===== config.mk =====
export PLATFORM = sky130hd
export DESIGN_NAME = sort_feeder_flat
export DESIGN_NICKNAME = d
export VERILOG_FILES = /design/src/rtl/sort_feeder_if.sv /design/src/rtl/sort_feeder.sv /design/src/flat_wrapper.sv
export SDC_FILE = /design/constraint.sdc
export NUM_CORES = 1
export LEC_CHECK = 0
export ABC_AREA = 1
export CAP_MARGIN = 5
export CORE_MARGIN = 2
export CORE_UTILIZATION = 57
export CTS_BUF_LIST = sky130_fd_sc_hd__clkbuf_8
export DETAILED_ROUTE_END_ITERATION = 8
export MAX_ROUTING_LAYER = met4
export PLACE_DENSITY = 0.79
export SLEW_MARGIN = 20
export SYNTH_ARGS = -nofsm -noshare
export SYNTH_HDL_FRONTEND = slang
export SYNTH_SLANG_ARGS = --single-unit

===== constraint.sdc =====
create_clock -name clk_i -period 1.6 [get_ports clk_i]
set_input_delay 0.32 -clock clk_i [delete_from_list [all_inputs] [get_ports clk_i]]
set_output_delay 0.32 -clock clk_i [all_outputs]
set_load 0.01 [all_outputs]

===== src/rtl/sort_feeder_if.sv =====
// sort_feeder_if: groups the Avalon-ST style sink and the sorter-side
// control/data signals of sort_feeder.
//
// Handshake: a word moves on a cycle where snk_valid_i and snk_ready_o are
// both high at the rising clock edge. The source holds data, SOP and EOP
// stable while valid is high. Ready does not depend on valid in the same
// cycle, because it is a registered output.
//
// state_dbg_o is a debug view of the feeder FSM state.
interface sort_feeder_if #(
    parameter int DWIDTH = 8,
    parameter int AWIDTH = 4
);
    logic [DWIDTH-1:0] snk_data_i;
    logic              snk_startofpacket_i;
    logic              snk_endofpacket_i;
    logic              snk_valid_i;
    logic              snk_ready_o;
    logic              sort_done_i;
    logic              wren_o;
    logic              sort_op_o;
    logic              clear_op_o;
    logic [AWIDTH-1:0] cntr_o;
    logic [DWIDTH-1:0] data_o;
    logic              busy_o;
    logic [2:0]        state_dbg_o;

    // Feeder side.
    modport slave (
        input  snk_data_i, snk_startofpacket_i, snk_endofpacket_i,
               snk_valid_i, sort_done_i,
        output snk_ready_o, wren_o, sort_op_o, clear_op_o, cntr_o, data_o,
               busy_o, state_dbg_o
    );

    // Packet source / sorter model side.
    modport master (
        output snk_data_i, snk_startofpacket_i, snk_endofpacket_i,
               snk_valid_i, sort_done_i,
        input  snk_ready_o, wren_o, sort_op_o, clear_op_o, cntr_o, data_o,
               busy_o, state_dbg_o
    );
endinterface


===== src/rtl/sort_feeder.sv =====
// sort_feeder: buffers one packet of up to 2**AWIDTH words, replays it into
// the sorter write port, waits for sort and drain, then clears the sorter.
// Optional macro SORT_FEEDER_OVERSIZE_DROP_EN: oversize packets are dropped
// at EOP and a sticky oversize_o flag is raised. Without it, oversize packets
// are truncated to their first 2**AWIDTH words.
module sort_feeder #(
    parameter int DWIDTH = 8,
    parameter int AWIDTH = 4
) (
    input  logic           clk_i,
    input  logic           srst_i,
    sort_feeder_if.slave   bus
`ifdef SORT_FEEDER_OVERSIZE_DROP_EN
    ,
    output logic           oversize_o
`endif
);

    localparam int DEPTH = 2 ** AWIDTH;
    localparam logic [AWIDTH:0] MAX_LEN = {1'b1, {AWIDTH{1'b0}}};
    localparam logic [AWIDTH:0] ONE     = {{AWIDTH{1'b0}}, 1'b1};

    typedef enum logic [2:0] {
        IDLE      = 3'd0,
        RECV      = 3'd1,
        FEED      = 3'd2,
        WAIT_SORT = 3'd3,
        DRAIN     = 3'd4,
        CLEAR     = 3'd5
    } state_t;

    state_t            state_q, state_d;
    logic [DWIDTH-1:0] mem_q [DEPTH];
    logic [DWIDTH-1:0] mem_d [DEPTH];
    logic [AWIDTH:0]   len_q, len_d;
    logic [AWIDTH:0]   idx_q, idx_d;     // feed index, then drain cycle count
    logic              ovf_q, ovf_d;     // current packet overflowed
    logic              sticky_q, sticky_d;
    logic              ready_q, ready_d;
    logic              sort_op_q, sort_op_d;
    logic              clear_q, clear_d;
    logic [AWIDTH-1:0] cntr_q, cntr_d;
    logic [DWIDTH-1:0] data_q, data_d;
    logic              busy_q, busy_d;

    logic              xfer;
    logic              start_feed;
    logic [DWIDTH-1:0] first_word;
    logic [AWIDTH:0]   final_len;

    assign xfer = bus.snk_valid_i & ready_q;

    // Next-state and next-output computation for the whole feeder.
    always_comb begin
        state_d    = state_q;
        mem_d      = mem_q;
        len_d      = len_q;
        idx_d      = idx_q;
        ovf_d      = ovf_q;
        sticky_d   = sticky_q;
        ready_d    = ready_q;
        sort_op_d  = sort_op_q;
        clear_d    = clear_q;
        cntr_d     = cntr_q;
        data_d     = data_q;
        start_feed = 1'b0;
        first_word = mem_q[0];
        final_len  = len_q;

        case (state_q)
            IDLE, RECV: begin
                if (xfer && bus.snk_startofpacket_i) begin
                    // SOP always (re)starts the packet at buf[0].
                    mem_d[0]   = bus.snk_data_i;
                    len_d      = ONE;
                    ovf_d      = 1'b0;
                    first_word = bus.snk_data_i;
                    final_len  = ONE;
                    if (bus.snk_endofpacket_i) start_feed = 1'b1;
                    else                       state_d    = RECV;
                end else if (xfer && state_q == RECV) begin
                    if (len_q == MAX_LEN) begin
                        ovf_d = 1'b1;
                    end else begin
                        mem_d[len_q[AWIDTH-1:0]] = bus.snk_data_i;
                        len_d = len_q + ONE;
                    end
                    first_word = mem_q[0];
                    final_len  = len_d;
                    if (bus.snk_endofpacket_i) begin
`ifdef SORT_FEEDER_OVERSIZE_DROP_EN
                        if (ovf_d) begin
                            state_d  = IDLE;
                            sticky_d = 1'b1;
                        end else begin
                            start_feed = 1'b1;
                        end
`else
                        start_feed = 1'b1;
`endif
                    end
                end
            end
            FEED: begin
                if (idx_q == len_q) begin
                    sort_op_d = 1'b0;
                    state_d   = WAIT_SORT;
                end else begin
                    data_d = mem_q[idx_q[AWIDTH-1:0]];
                    idx_d  = idx_q + ONE;
                end
            end
            WAIT_SORT: begin
                if (bus.sort_done_i) begin
                    state_d = DRAIN;
                    idx_d   = '0;
                end
            end
            DRAIN: begin
                // The sorter emits len words plus one done cycle.
                if (idx_q == len_q) begin
                    state_d = CLEAR;
                    clear_d = 1'b1;
                end else begin
                    idx_d = idx_q + ONE;
                end
            end
            CLEAR: begin
                state_d = IDLE;
                clear_d = 1'b0;
                ready_d = 1'b1;
            end
            default: state_d = IDLE;
        endcase

        if (start_feed) begin
            state_d   = FEED;
            ready_d   = 1'b0;
            sort_op_d = 1'b1;
            data_d    = first_word;
            cntr_d    = final_len[AWIDTH-1:0];
            len_d     = final_len;
            idx_d     = ONE;
        end

        busy_d = (state_d != IDLE);
    end

    // State, buffer and registered outputs; synchronous reset.
    always_ff @(posedge clk_i) begin
        if (srst_i) begin
            state_q   <= IDLE;
            mem_q     <= '{default: '0};
            len_q     <= '0;
            idx_q     <= '0;
            ovf_q     <= 1'b0;
            sticky_q  <= 1'b0;
            ready_q   <= 1'b1;
            sort_op_q <= 1'b0;
            clear_q   <= 1'b0;
            cntr_q    <= '0;
            data_q    <= '0;
            busy_q    <= 1'b0;
        end else begin
            state_q   <= state_d;
            mem_q     <= mem_d;
            len_q     <= len_d;
            idx_q     <= idx_d;
            ovf_q     <= ovf_d;
            sticky_q  <= sticky_d;
            ready_q   <= ready_d;
            sort_op_q <= sort_op_d;
            clear_q   <= clear_d;
            cntr_q    <= cntr_d;
            data_q    <= data_d;
            busy_q    <= busy_d;
        end
    end

    assign bus.snk_ready_o = ready_q;
    assign bus.sort_op_o   = sort_op_q;
    assign bus.wren_o      = sort_op_q;
    assign bus.clear_op_o  = clear_q;
    assign bus.cntr_o      = cntr_q;
    assign bus.data_o      = data_q;
    assign bus.busy_o      = busy_q;
    assign bus.state_dbg_o = state_q;

`ifdef SORT_FEEDER_OVERSIZE_DROP_EN
    assign oversize_o = sticky_q;
`else
    logic unused_sticky;
    assign unused_sticky = sticky_q;
`endif

endmodule

===== src/flat_wrapper.sv =====
// flat-port wrapper written by rule: the top's interface ports become plain ports
module sort_feeder_flat 
#(
    parameter int DWIDTH = 8,
    parameter int AWIDTH = 4
)
  (clk_i, srst_i, bus_snk_data_i, bus_snk_startofpacket_i, bus_snk_endofpacket_i, bus_snk_valid_i, bus_sort_done_i, bus_snk_ready_o, bus_wren_o, bus_sort_op_o, bus_clear_op_o, bus_cntr_o, bus_data_o, bus_busy_o, bus_state_dbg_o);
  sort_feeder_if #(.DWIDTH(DWIDTH), .AWIDTH(AWIDTH)) bus_i ();
  input  logic clk_i;
  input  logic srst_i;
  input wire logic [$bits(bus_i.snk_data_i)-1:0] bus_snk_data_i;
  input wire logic [$bits(bus_i.snk_startofpacket_i)-1:0] bus_snk_startofpacket_i;
  input wire logic [$bits(bus_i.snk_endofpacket_i)-1:0] bus_snk_endofpacket_i;
  input wire logic [$bits(bus_i.snk_valid_i)-1:0] bus_snk_valid_i;
  input wire logic [$bits(bus_i.sort_done_i)-1:0] bus_sort_done_i;
  output wire logic [$bits(bus_i.snk_ready_o)-1:0] bus_snk_ready_o;
  output wire logic [$bits(bus_i.wren_o)-1:0] bus_wren_o;
  output wire logic [$bits(bus_i.sort_op_o)-1:0] bus_sort_op_o;
  output wire logic [$bits(bus_i.clear_op_o)-1:0] bus_clear_op_o;
  output wire logic [$bits(bus_i.cntr_o)-1:0] bus_cntr_o;
  output wire logic [$bits(bus_i.data_o)-1:0] bus_data_o;
  output wire logic [$bits(bus_i.busy_o)-1:0] bus_busy_o;
  output wire logic [$bits(bus_i.state_dbg_o)-1:0] bus_state_dbg_o;
  assign bus_i.snk_data_i = bus_snk_data_i;
  assign bus_i.snk_startofpacket_i = bus_snk_startofpacket_i;
  assign bus_i.snk_endofpacket_i = bus_snk_endofpacket_i;
  assign bus_i.snk_valid_i = bus_snk_valid_i;
  assign bus_i.sort_done_i = bus_sort_done_i;
  assign bus_snk_ready_o = bus_i.snk_ready_o;
  assign bus_wren_o = bus_i.wren_o;
  assign bus_sort_op_o = bus_i.sort_op_o;
  assign bus_clear_op_o = bus_i.clear_op_o;
  assign bus_cntr_o = bus_i.cntr_o;
  assign bus_data_o = bus_i.data_o;
  assign bus_busy_o = bus_i.busy_o;
  assign bus_state_dbg_o = bus_i.state_dbg_o;
  sort_feeder #(.DWIDTH(DWIDTH), .AWIDTH(AWIDTH)) u_core (.clk_i(clk_i), .srst_i(srst_i), .bus(bus_i));
endmodule

Word-level counts from Yosys, hierarchy flattened
Index checks and enable logic that the tools add are counted.
- magnitude comparators: 3
- add/sub/neg operators: 2
- bitwise logic cells: 5
- multiplexer cells: 40
- eq/ne operators: 14
- reductions and logical operators: 22
- operators by type and width (operator ; count):
    2-to-1 mux 128 bit ; 2
    bitwise mux 128 bit ; 1
    2-to-1 mux 8 bit ; 9
    binary-select mux 8 bit (select 4 bit) ; 1
    demux 8 bit (select 4 bit) ; 1
    2-to-1 mux 5 bit ; 5
    2-to-1 mux 3 bit ; 6
    one-hot mux 3 bit (4 select lines) ; 1
    nonzero test 2 bit ; 6
    2-to-1 mux 1 bit ; 11
    adder 5 x 1 -> 5 bit, second input constant ; 2
    >= comparator 5 bit, second input constant ; 2
    NOT 4 -> 5 bit ; 2
    one-hot mux 5 bit (2 select lines) ; 1
    AND reduction 3 bit ; 3
    == test 3 x 2 -> 1 bit, second input constant ; 2
    == test 3 bit, second input constant ; 2
    != test 2 x 1 -> 1 bit, second input constant ; 3
    != test 3 x 2 -> 1 bit, second input constant ; 2
    AND reduction 2 bit ; 3
    nonzero test 3 bit ; 2
    OR reduction 2 bit ; 3
    == test 5 bit ; 1
    == test 5 bit, second input constant ; 1
    10 further kinds ; 14
- input port bits: 14
- output and inout bits: 20
- logic and storage cells: 113
- register bits: 157

Longest topological paths before layout
Gate-level depths: netlist of run 1.
- depth after elaboration: 9
- gate-level depth with buffers: 12
- depth with buffers taken out: 11

Least setup slack after synthesis of run 1
OpenSTA, ideal clock, no wires.
- path kind: register to register
- start: reg u_core.len_q[0]
- end: reg u_core.mem_q[125] in the netlist's numbering
- cell stages (with the launch flop): 10
- data arrival time: 1594 ps
- clock period less this slack: 1708 ps
- slack: -108 ps
- required time: 1486 ps
- path buffers: 1
- library setup time: 114 ps
- path through: dfxtp_1 > inv_1 > ha_1 > inv_1 > nor2_4 > o31ai_2 > buf_4 > nand2_1 > nand2_1 > nor2_1
- cells in the longest elaborated chain, start to end: 9
- elaborated cells between the ends (all ways): 13
- classes of those cells: order compare: 2; eq/ne: 2; mux: 6; bitwise: 1; reduce/logical: 2
- RTL lines (item ; RTL line ; RTL):
    from (decl) ; sort_feeder.sv:35 ; logic [AWIDTH:0] len_q, len_d;
    from (signal assigned) ; sort_feeder.sv:167 ; len_q <= len_d;
    NOT 4 -> 5 bit (not written as such) ; sort_feeder.sv:85 ; mem_d[len_q[AWIDTH-1:0]] = bus.snk_data_i;
    >= comparator 5 bit (not written as such) or less-than comparator 5 x 1 -> 1 bit (tied branches) ; sort_feeder.sv:85 ;
    logical AND 1 bit (not written as such) ; sort_feeder.sv:85 ;
    2-to-1 mux 8 bit (not written as such) ; sort_feeder.sv:85 ;
    demux 8 bit (select 4 bit) ; sort_feeder.sv:85 ;
    bitwise mux 128 bit ; sort_feeder.sv:85 ;
    2-to-1 mux 128 bit ; sort_feeder.sv:82 ; if (len_q == MAX_LEN) begin
    2-to-1 mux 128 bit ; sort_feeder.sv:81 ; end else if (xfer && state_q == RECV) begin
    2-to-1 mux 8 bit ; sort_feeder.sv:72 ; if (xfer && bus.snk_startofpacket_i) begin
    to (signal assigned) ; sort_feeder.sv:166 ; mem_q <= mem_d;
    to (decl) ; sort_feeder.sv:33 ; logic [DWIDTH-1:0] mem_q [DEPTH];
Parallel ways exist; a longest one is shown, timed or not. The select of a mux whose other input is x is not followed.
A chain may end at the register's enable or synchronous reset.

Final worst setup path of run 1
- start: reg u_core.len_q[1]
- end: reg u_core.mem_q[94] in the netlist's numbering
- cells in the longest elaborated chain, start to end: 6
- elaborated cells between the ends (all ways): 10
- classes of those cells: order compare: 2; eq/ne: 1; mux: 3; bitwise: 2; reduce/logical: 2
- RTL lines (item ; RTL line):
    NOT 4 -> 5 bit (not written as such) ; sort_feeder.sv:85
    >= comparator 5 bit (not written as such) or less-than comparator 5 x 1 -> 1 bit (tied branches) ; sort_feeder.sv:85
    logical AND 1 bit (not written as such) ; sort_feeder.sv:85
    2-to-1 mux 8 bit (not written as such) ; sort_feeder.sv:85
    demux 8 bit (select 4 bit) ; sort_feeder.sv:85
    bitwise mux 128 bit ; sort_feeder.sv:85
Parallel ways exist; a longest one is shown, timed or not.

==> key figures, run 1 <==
Outcome
  • Run status: finished with violations
  • Failing checks: negative setup slack

Placed design
  • Area after DPL: 8859 sq um
  • Post-DP HPWL: 15,320 um
  • IO buf count: 33
  • Placed cells: 1,441
  • Global placer's final weighted congestion: 0.9357
  • Placement Setup Slack: -0.4740 ns

Logic synthesis
  • Cell variety after synth: 32
  • Synth Area in XOR/XNOR: 0.006736
  • Synthesis Warnings: 0
  • Cells after Synth: 1,213
  • Syn avg cell area: 6.431 sq um
  • Adder-cell share of the synthesized area: 0.008019
  • Mux cell area share after synthesis: 0
  • Synth Register Bits: 157
  • Simple-Gate Fraction of Synth Area: 0.3623
  • Seq/Total Area, Yosys: 0.4029
  • Synth Net Count: 1,232
  • Cell area after synthesis: 7801 sq um
  • Synth Area in Compound Gates: 0.1224
  • Largest family of logic cells by synthesized area: simple AND/OR/NAND/NOR gates

Run
  • MaxCap Viol Count: 0

Die
  • Starting Density: 0.5868
  • I/O pins: 34
  • Core ar.: 13,300 sq um
  • Chip width: 121.0 um
  • Row cnt: 42
  • DIE HEIGHT: 121.0 um
  • Full die area: 14,640 sq um

Timing
  • Final critical-path setup slack: -0.06592 ns
  • Min Tclk post-route: 1.666 ns
  • Hold slack: 0.3374 ns
  • Max-slew headroom at the worst pin: 0.6660
  • RSZ-0062 raised after global routing: yes
  • Period utilization: 1.041
  • # setup viols final: 36
  • Fmax: 0.6003 GHz
  • Slew @ Worst Pin: 0.5009 ns
  • Max Slew Vio Count: 0
  • Worst clock skew: 0.01632 ns
  • Final hold vios: 0

Pwr
  • Power Total: 8.386 mW
  • Maximum VDD drop: 0.6210 mV
  • Cell area power density: 839.8 nW/um^2
  • Leakage power total: 4.023 nW

Clock tree
  • Worst-path clk slew: 0.09 ns
  • CTS tree: built
  • Skew-Pair Late Insertion Delay: 0.49 ns
  • CTS max path bufs: 2
  • CTS Hold Bufs: 0
  • H-tree depth: 4
  • Clock Sinks: 157
  • CTS Buf Count: 17
  • Root buffer selected by CTS: clkbuf_8

Cells and area
  • Net count, final: 1,317
  • Final cell count without fillers: 1,485
  • Cell area after layout: 9986 sq um
  • Layout cells sized above 1: 0.2017
  • P&R area growth vs syn: 28.00%
  • Fillers: 1,034
  • N_diodes: 0

Route
  • Drt first-iter violations: 993
  • Vias per inst: 5.669
  • Final wirelength: 24,930 um
  • WL/cell: 16.79 um
  • Vias: 8,419
  • Residual DRC: 0
  • DRT antenna net count: 0
  • 1st-pass router iterations: 6

Setup path
  • CP Max Fanout: 9
  • CP required: 2.01 ns
  • R2R Path Start: u_core.len_q[1]
  • Worst setup SP type: flop
  • Setup Crit Path Kind: reg -> reg
  • Worst Setup End Kind: flop
  • CP Launch Point: u_core.len_q[1]
  • CP arrival: 2.08 ns

GRT
  • Total track usage: 0.3387
  • Vias in the first global route: 7,604
  • Grt total ovfl: 0
  • Largest net degree at the start of global routing: 68
  • First-pass GRT wire length: 37,740 um
  • Antenna violations before repair: 0

Min path
  • Hold Path Origin: srst_i
  • Hold Crit Class: in -> reg
[layout by cell type, fill, tap and decap left out, types with 4 or more instances in the layout]
master | netlist | layout
o21ai_2 | 0 | 9
nor2_1 | 54 | 42
nor2_4 | 2 | 5
clkbuf_8 | 0 | 17
nand4_1 | 5 | 5
xor2_1 | 5 | 5
o21ai_1 | 3 | 9
buf_6 | 2 | 7
inv_2 | 6 | 8
ha_1 | 5 | 4
nand3_1 | 143 | 136
nand2_8 | 0 | 8
nand2_1 | 448 | 429
nand2_4 | 8 | 14
buf_12 | 0 | 13
dlygate4sd2_1 | 0 | 20
o21ai_0 | 28 | 12
dfxtp_2 | 0 | 8
a21oi_2 | 0 | 31
nor2_2 | 1 | 10
clkinv_8 | 0 | 4
clkdlybuf4s50_1 | 0 | 12
nand2_2 | 8 | 15
a21oi_1 | 150 | 119
buf_4 | 5 | 75
nand3_2 | 2 | 8
inv_1 | 102 | 96
dfxtp_1 | 157 | 147
[layout make-up]
class	instances	area [sq um]	area share
sequential	157	3161	0.3165
inverter	117	530.5	0.05313
timing repair buffer	133	1320	0.1322
multi-input combinational	872	4367	0.4373
clock buffer	17	234.0	0.02343
tap	176	220.2	0.02205
clock inverter	13	153.9	0.01541
[sequential cells by signal (all words and copies together), names as in the netlist]
register,flops
u_core.bus.clear_op_o,1
u_core.idx_q,5
u_core.len_q,5
u_core.bus.busy_o,1
u_core.bus.state_dbg_o,3
u_core.bus.cntr_o,4
u_core.bus.sort_op_o,1
u_core.mem_q,128
u_core.bus.snk_ready_o,1
u_core.bus.data_o,8
[final timing paths]
path                             to  cells after the start  slack, ns
setup / recovery   u_core.mem_q[94]                     10      -0.07
hold reg to reg    u_core.mem_q[36]                      2       0.45
hold / removal    u_core.mem_q[119]                      3       0.34
setup reg to reg   u_core.mem_q[94]                     10      -0.07
[through the flow]
step | utilization | setup TNS [ns]
finish | 0.7511 | -0.9523
detailed placement | 0.6663 | -57.81
global placement | 0.6663 | -51.88
CTS | 0.7162 | 0
floorplan | - | 0
global route | 0.7511 | -6.747
[layer usage]
metal / vias up / share of wire / global-route usage
met5: - / 0 / -
met2: 425 / 0.47 / 0.5298
met4: 0 / 0.043 / 0.1475
met1: 3890 / 0.40 / 0.4250
met3: 89 / 0.089 / 0.06955
li1: 4015 / - / -
[synthesized netlist by cell type, drive strengths merged]
master / n / area [sq um]
nand2: 464 / 1822
dfxtp: 157 / 3143
a21oi: 150 / 750.7
nand3: 145 / 735.7
inv: 108 / 405.4
nor2: 57 / 231.5
clkbuf: 38 / 142.6
buf: 31 / 171.4
o21ai: 31 / 155.1
clkinv: 9 / 42.54
ha: 5 / 62.56
nand4: 5 / 31.28
xor2: 5 / 43.79
o31ai: 3 / 27.52
a31oi: 1 / 6.260
and2: 1 / 6.260
o2111ai: 1 / 8.760
o22ai: 1 / 6.260
xnor2: 1 / 8.760
[repair_timing]
| item | CTS | global route |
|---|---|---|
| cloned | 4 | 3 |
| resized for setup | 70 | 130 |
| pin swaps | 9 | 28 |
| setup endpoints to repair | 151 | 144 |
| buffers inserted | 5 | 4 |
[where the power goes]
part	switching [mW]	internal, mW	total, mW	leakage (nW)
clock	1.54	1.51	3.05	0.200
sequential	0.0478	3.97	4.02	1.27
combinational	0.811	0.503	1.31	2.55
total	2.40	5.98	8.39	4.02
[logic make-up after synthesis]
kind of cell               after synthesis
AOI/OAI and AO/OA                      187
xor gates and xnor gates                 6
adders and majority gates                5
buffers and inverters                  186
DFF                                    157
and+or+nand+nor                        672
[worst max-delay path, cell delays in order (launching register included)]
cell      delay [ns]
dfxtp_2         0.34
inv_2           0.08
ha_4            0.14
inv_4           0.04
buf_4           0.13
buf_4           0.14
nor2_1          0.33
nand2_8         0.13
clkinv_8        0.09
nand2_1         0.07
a21oi_2         0.12
Note: power is estimated with default switching activity, not from simulation.
==> inputs of run 2 (changes only) <==
--- a/config.mk
+++ b/config.mk
@@ -11,6 +11,7 @@
 export CORE_UTILIZATION = 57
 export CTS_BUF_LIST = sky130_fd_sc_hd__clkbuf_8
 export DETAILED_ROUTE_END_ITERATION = 8
+export GPL_ROUTABILITY_DRIVEN = 1
 export MAX_ROUTING_LAYER = met4
 export PLACE_DENSITY = 0.79
 export SLEW_MARGIN = 20
==> results of run 2 <==
Final layout, timing and power as in run 1 (identical DEF).
==> inputs of run 3 (changes only) <==
--- a/config.mk
+++ b/config.mk
@@ -13,7 +13,7 @@
 export DETAILED_ROUTE_END_ITERATION = 8
 export GPL_ROUTABILITY_DRIVEN = 1
 export MAX_ROUTING_LAYER = met4
-export PLACE_DENSITY = 0.79
+export PLACE_DENSITY = 0.86
 export SLEW_MARGIN = 20
 export SYNTH_ARGS = -nofsm -noshare
 export SYNTH_HDL_FRONTEND = slang
==> key figures, run 3 (synthesized netlist as in run 1, its figures left out) <==
Setup path
  • CP required: 2.00 ns (about the same)
  • Critical Path Slowest Stage Cell: dfxtp_4
  • Worst path most repeated cell: nand2_1
  • CP Max Fanout: 5 (-4)
  • Crit-path max cell delay: 0.38 ns (+0.04 ns)
  • CP Cell Sequence: buf_12, buf_4, nand2_1, nand2_1, nor2_2, nand4_1, nand2_1, nand2_1, a21oi_1
  • Worst setup SP type: flop
  • CP arrival: 2.37 ns (+0.29 ns)
  • Worst Setup End Kind: flop
  • Setup Crit Path Kind: reg -> reg

Die
  • DIE HEIGHT: 121.0 um (unchanged)
  • Starting Density: 0.5868 (unchanged)
  • Core ar.: 13,300 sq um (unchanged)
  • Chip width: 121.0 um (unchanged)
  • Full die area: 14,640 sq um (unchanged)
  • Row cnt: 42 (unchanged)
  • I/O pins: 34 (unchanged)

Cells and area
  • Net count, final: 1,324 (+0.53%)
  • Most common library cell in the layout ignoring fill and taps: nand2_1
  • Util after Layout: 0.7887 (+0.03764)
  • N_diodes: 0 (unchanged)
  • Layout cells sized above 1: 0.2314 (+0.02973)
  • Most frequent cells in the layout: nand2_1, dfxtp_1, a21oi_1
  • Max FFs per register: 128 (unchanged)
  • P&R area growth vs syn: 34.42%
  • Top reg by flops: u_core.mem_q

Route
  • Vias per inst: 6.325 (+12%)
  • Drt first-iter violations: 1,643 (+65%)
  • Final wirelength: 31,300 um (+26%)
  • Met2 wire length: 13,960 um (+19%)
  • DRT antenna net count: 0 (unchanged)
  • M1 wire length: 11,030 um (+11%)
  • Routed wl met3: 3958 um (+78%)
  • WL/cell: 20.95 um (+25%)
  • 1st-pass router iterations: 7 (+1)
  • DR top layer: met4
  • Residual DRC: 0 (unchanged)
  • Vias: 9,449 (+12%)

Clock tree
  • Skew-Pair Late Insertion Delay: 0.49 ns (about the same)
  • CTS Buf Count: 17 (unchanged)
  • Root buffer selected by CTS: clkbuf_8
  • H-tree depth: 4 (unchanged)
  • CTS tree: built
  • Worst-path clk slew: 0.09 ns (about the same)
  • Clock Sinks: 157 (unchanged)
  • CTS max path bufs: 2 (unchanged)

Min path
  • Hold Crit Class: in -> reg

Timing
  • Fmax: 0.5079 GHz (-15%)
  • Max Slew Vio Count: 0 (unchanged)
  • Slew @ Worst Pin: 0.5776 ns (+0.07662 ns)
  • Worst clock skew: 0.01517 ns (-0.001148 ns)
  • Setup TNS: -22.14 ns (-21.19 ns)
  • Period utilization: 1.231 (+0.1893)
  • Final hold vios: 0 (unchanged)
  • # setup viols final: 151 (+320%)
  • Max-slew headroom at the worst pin: 0.6150 (-0.05108)
  • Min Tclk post-route: 1.969 ns (+0.3029 ns)
  • Final critical-path setup slack: -0.3688 ns (-0.3029 ns)
  • RSZ-0062 raised after global routing: yes

Placed design
  • Post-DP HPWL: 14,510 um (-5.3%)
  • IO buf count: 33 (unchanged)
  • Global placer's final weighted congestion: 0.9404 (+0.50%)

GRT
  • First-pass GRT wire length: 37,480 um (-0.68%)
  • Grt total ovfl: 0 (unchanged)
  • Largest net degree at the start of global routing: 114 (+68%)
  • Vias in the first global route: 7,517 (-1.1%)
  • Antenna violations before repair: 0 (unchanged)
  • Total track usage: 0.3363 (-0.002363)

Outcome
  • Run status: finished with violations
  • Failing checks: negative setup slack

Pwr
  • Leakage power total: 4.191 nW (+4.2%)
  • Maximum VDD drop: 0.7574 mV (+22%)
  • Cell area power density: 873.5 nW/um^2 (+4.0%)

Run
  • MaxCap Viol Count: 0 (unchanged)
run 3: changes by cell type in the layout (fill, tap and decap cells not counted), moves of 12 or more:
| cell | before | now |
|---|---|---|
| a21oi_1 | 119 | 132 |
| a21oi_2 | 31 | 17 |
| buf_4 | 75 | 58 |
| buf_6 | 7 | 19 |
| nand2_1 | 429 | 396 |
| nand2_2 | 15 | 41 |
| nand3_1 | 136 | 117 |
| nand3_2 | 8 | 26 |
run 3: power by group:
group	switching, mW	leakage, nW	internal (mW)	total (mW)
combinational	0.971	2.67	0.570	1.54
sequential	0.0510	1.27	3.97	4.03
clock	1.56	0.248	2.04	3.59
total	2.58	4.19	6.58	9.16
run 3: path summary, 6_finish.rpt:
path | from | end | slack [ns] | cells past startpoint
hold / removal | srst_i | u_core.mem_q[122] | 0.34 | 5
setup reg to reg | u_core.idx_q[0] | u_core.idx_q[2] | -0.37 | 9
setup / recovery | u_core.idx_q[0] | u_core.idx_q[2] | -0.37 | 9
hold reg to reg | u_core.mem_q[103] | u_core.mem_q[103] | 0.45 | 2
run 3: critical path, delay by kind of cell (launching register included):
family,cells,cell delay [ns]
compound gates,1,0.21
buf+inv,2,0.31
simple gates,6,0.99
flops,1,0.38
run 3: metal layers:
metal	up-vias	track usage
met5	-	-
met4	0	0.1599
met3	275	0.08647
met2	828	0.5211
met1	4298	0.4100
li1	4048	-
run 3: per-stage QoR:
stage | hold WS (ns) | instances | cell area [sq um] | power, mW | setup slack, ns
after floorplan | 0.4292 | 1213 | 7816 | 4.736 | 0.0007107
after detailed placement | 0.4423 | 1428 | 8761 | 5.189 | -0.4130
after global routing | 0.3559 | 1494 | 10490 | 9.326 | -0.3637
after CTS | 0.3153 | 1467 | 9540 | 8.684 | -0.08525
after global placement | 0.4373 | 1428 | 8761 | 5.171 | -0.4264
final | 0.3441 | 1494 | 10490 | 9.160 | -0.3688
run 3: timing repair:
action | in CTS | in global routing
setup buffers | 4 | 12
hold endpoints to repair | 0 | 0
gates cloned | 3 | 15
endpoints found under the setup margin | 152 | 151
resized for setup | 80 | 179
hold buffers | 0 | 0
pin swaps | 10 | 39
run 3: final cells by class:
cell class | count | area, sq um
Tap cell | 176 | 220.2
Clock inverter | 14 | 225.2
Timing Repair inverter | 2 | 13.76
Multi-Input combinational cell | 874 | 4552
Timing Repair Buffer | 136 | 1523
Sequential cell | 157 | 3157
Fill cell | 795 | 2809
Clock buffer | 18 | 247.7
Inverter | 117 | 548.0
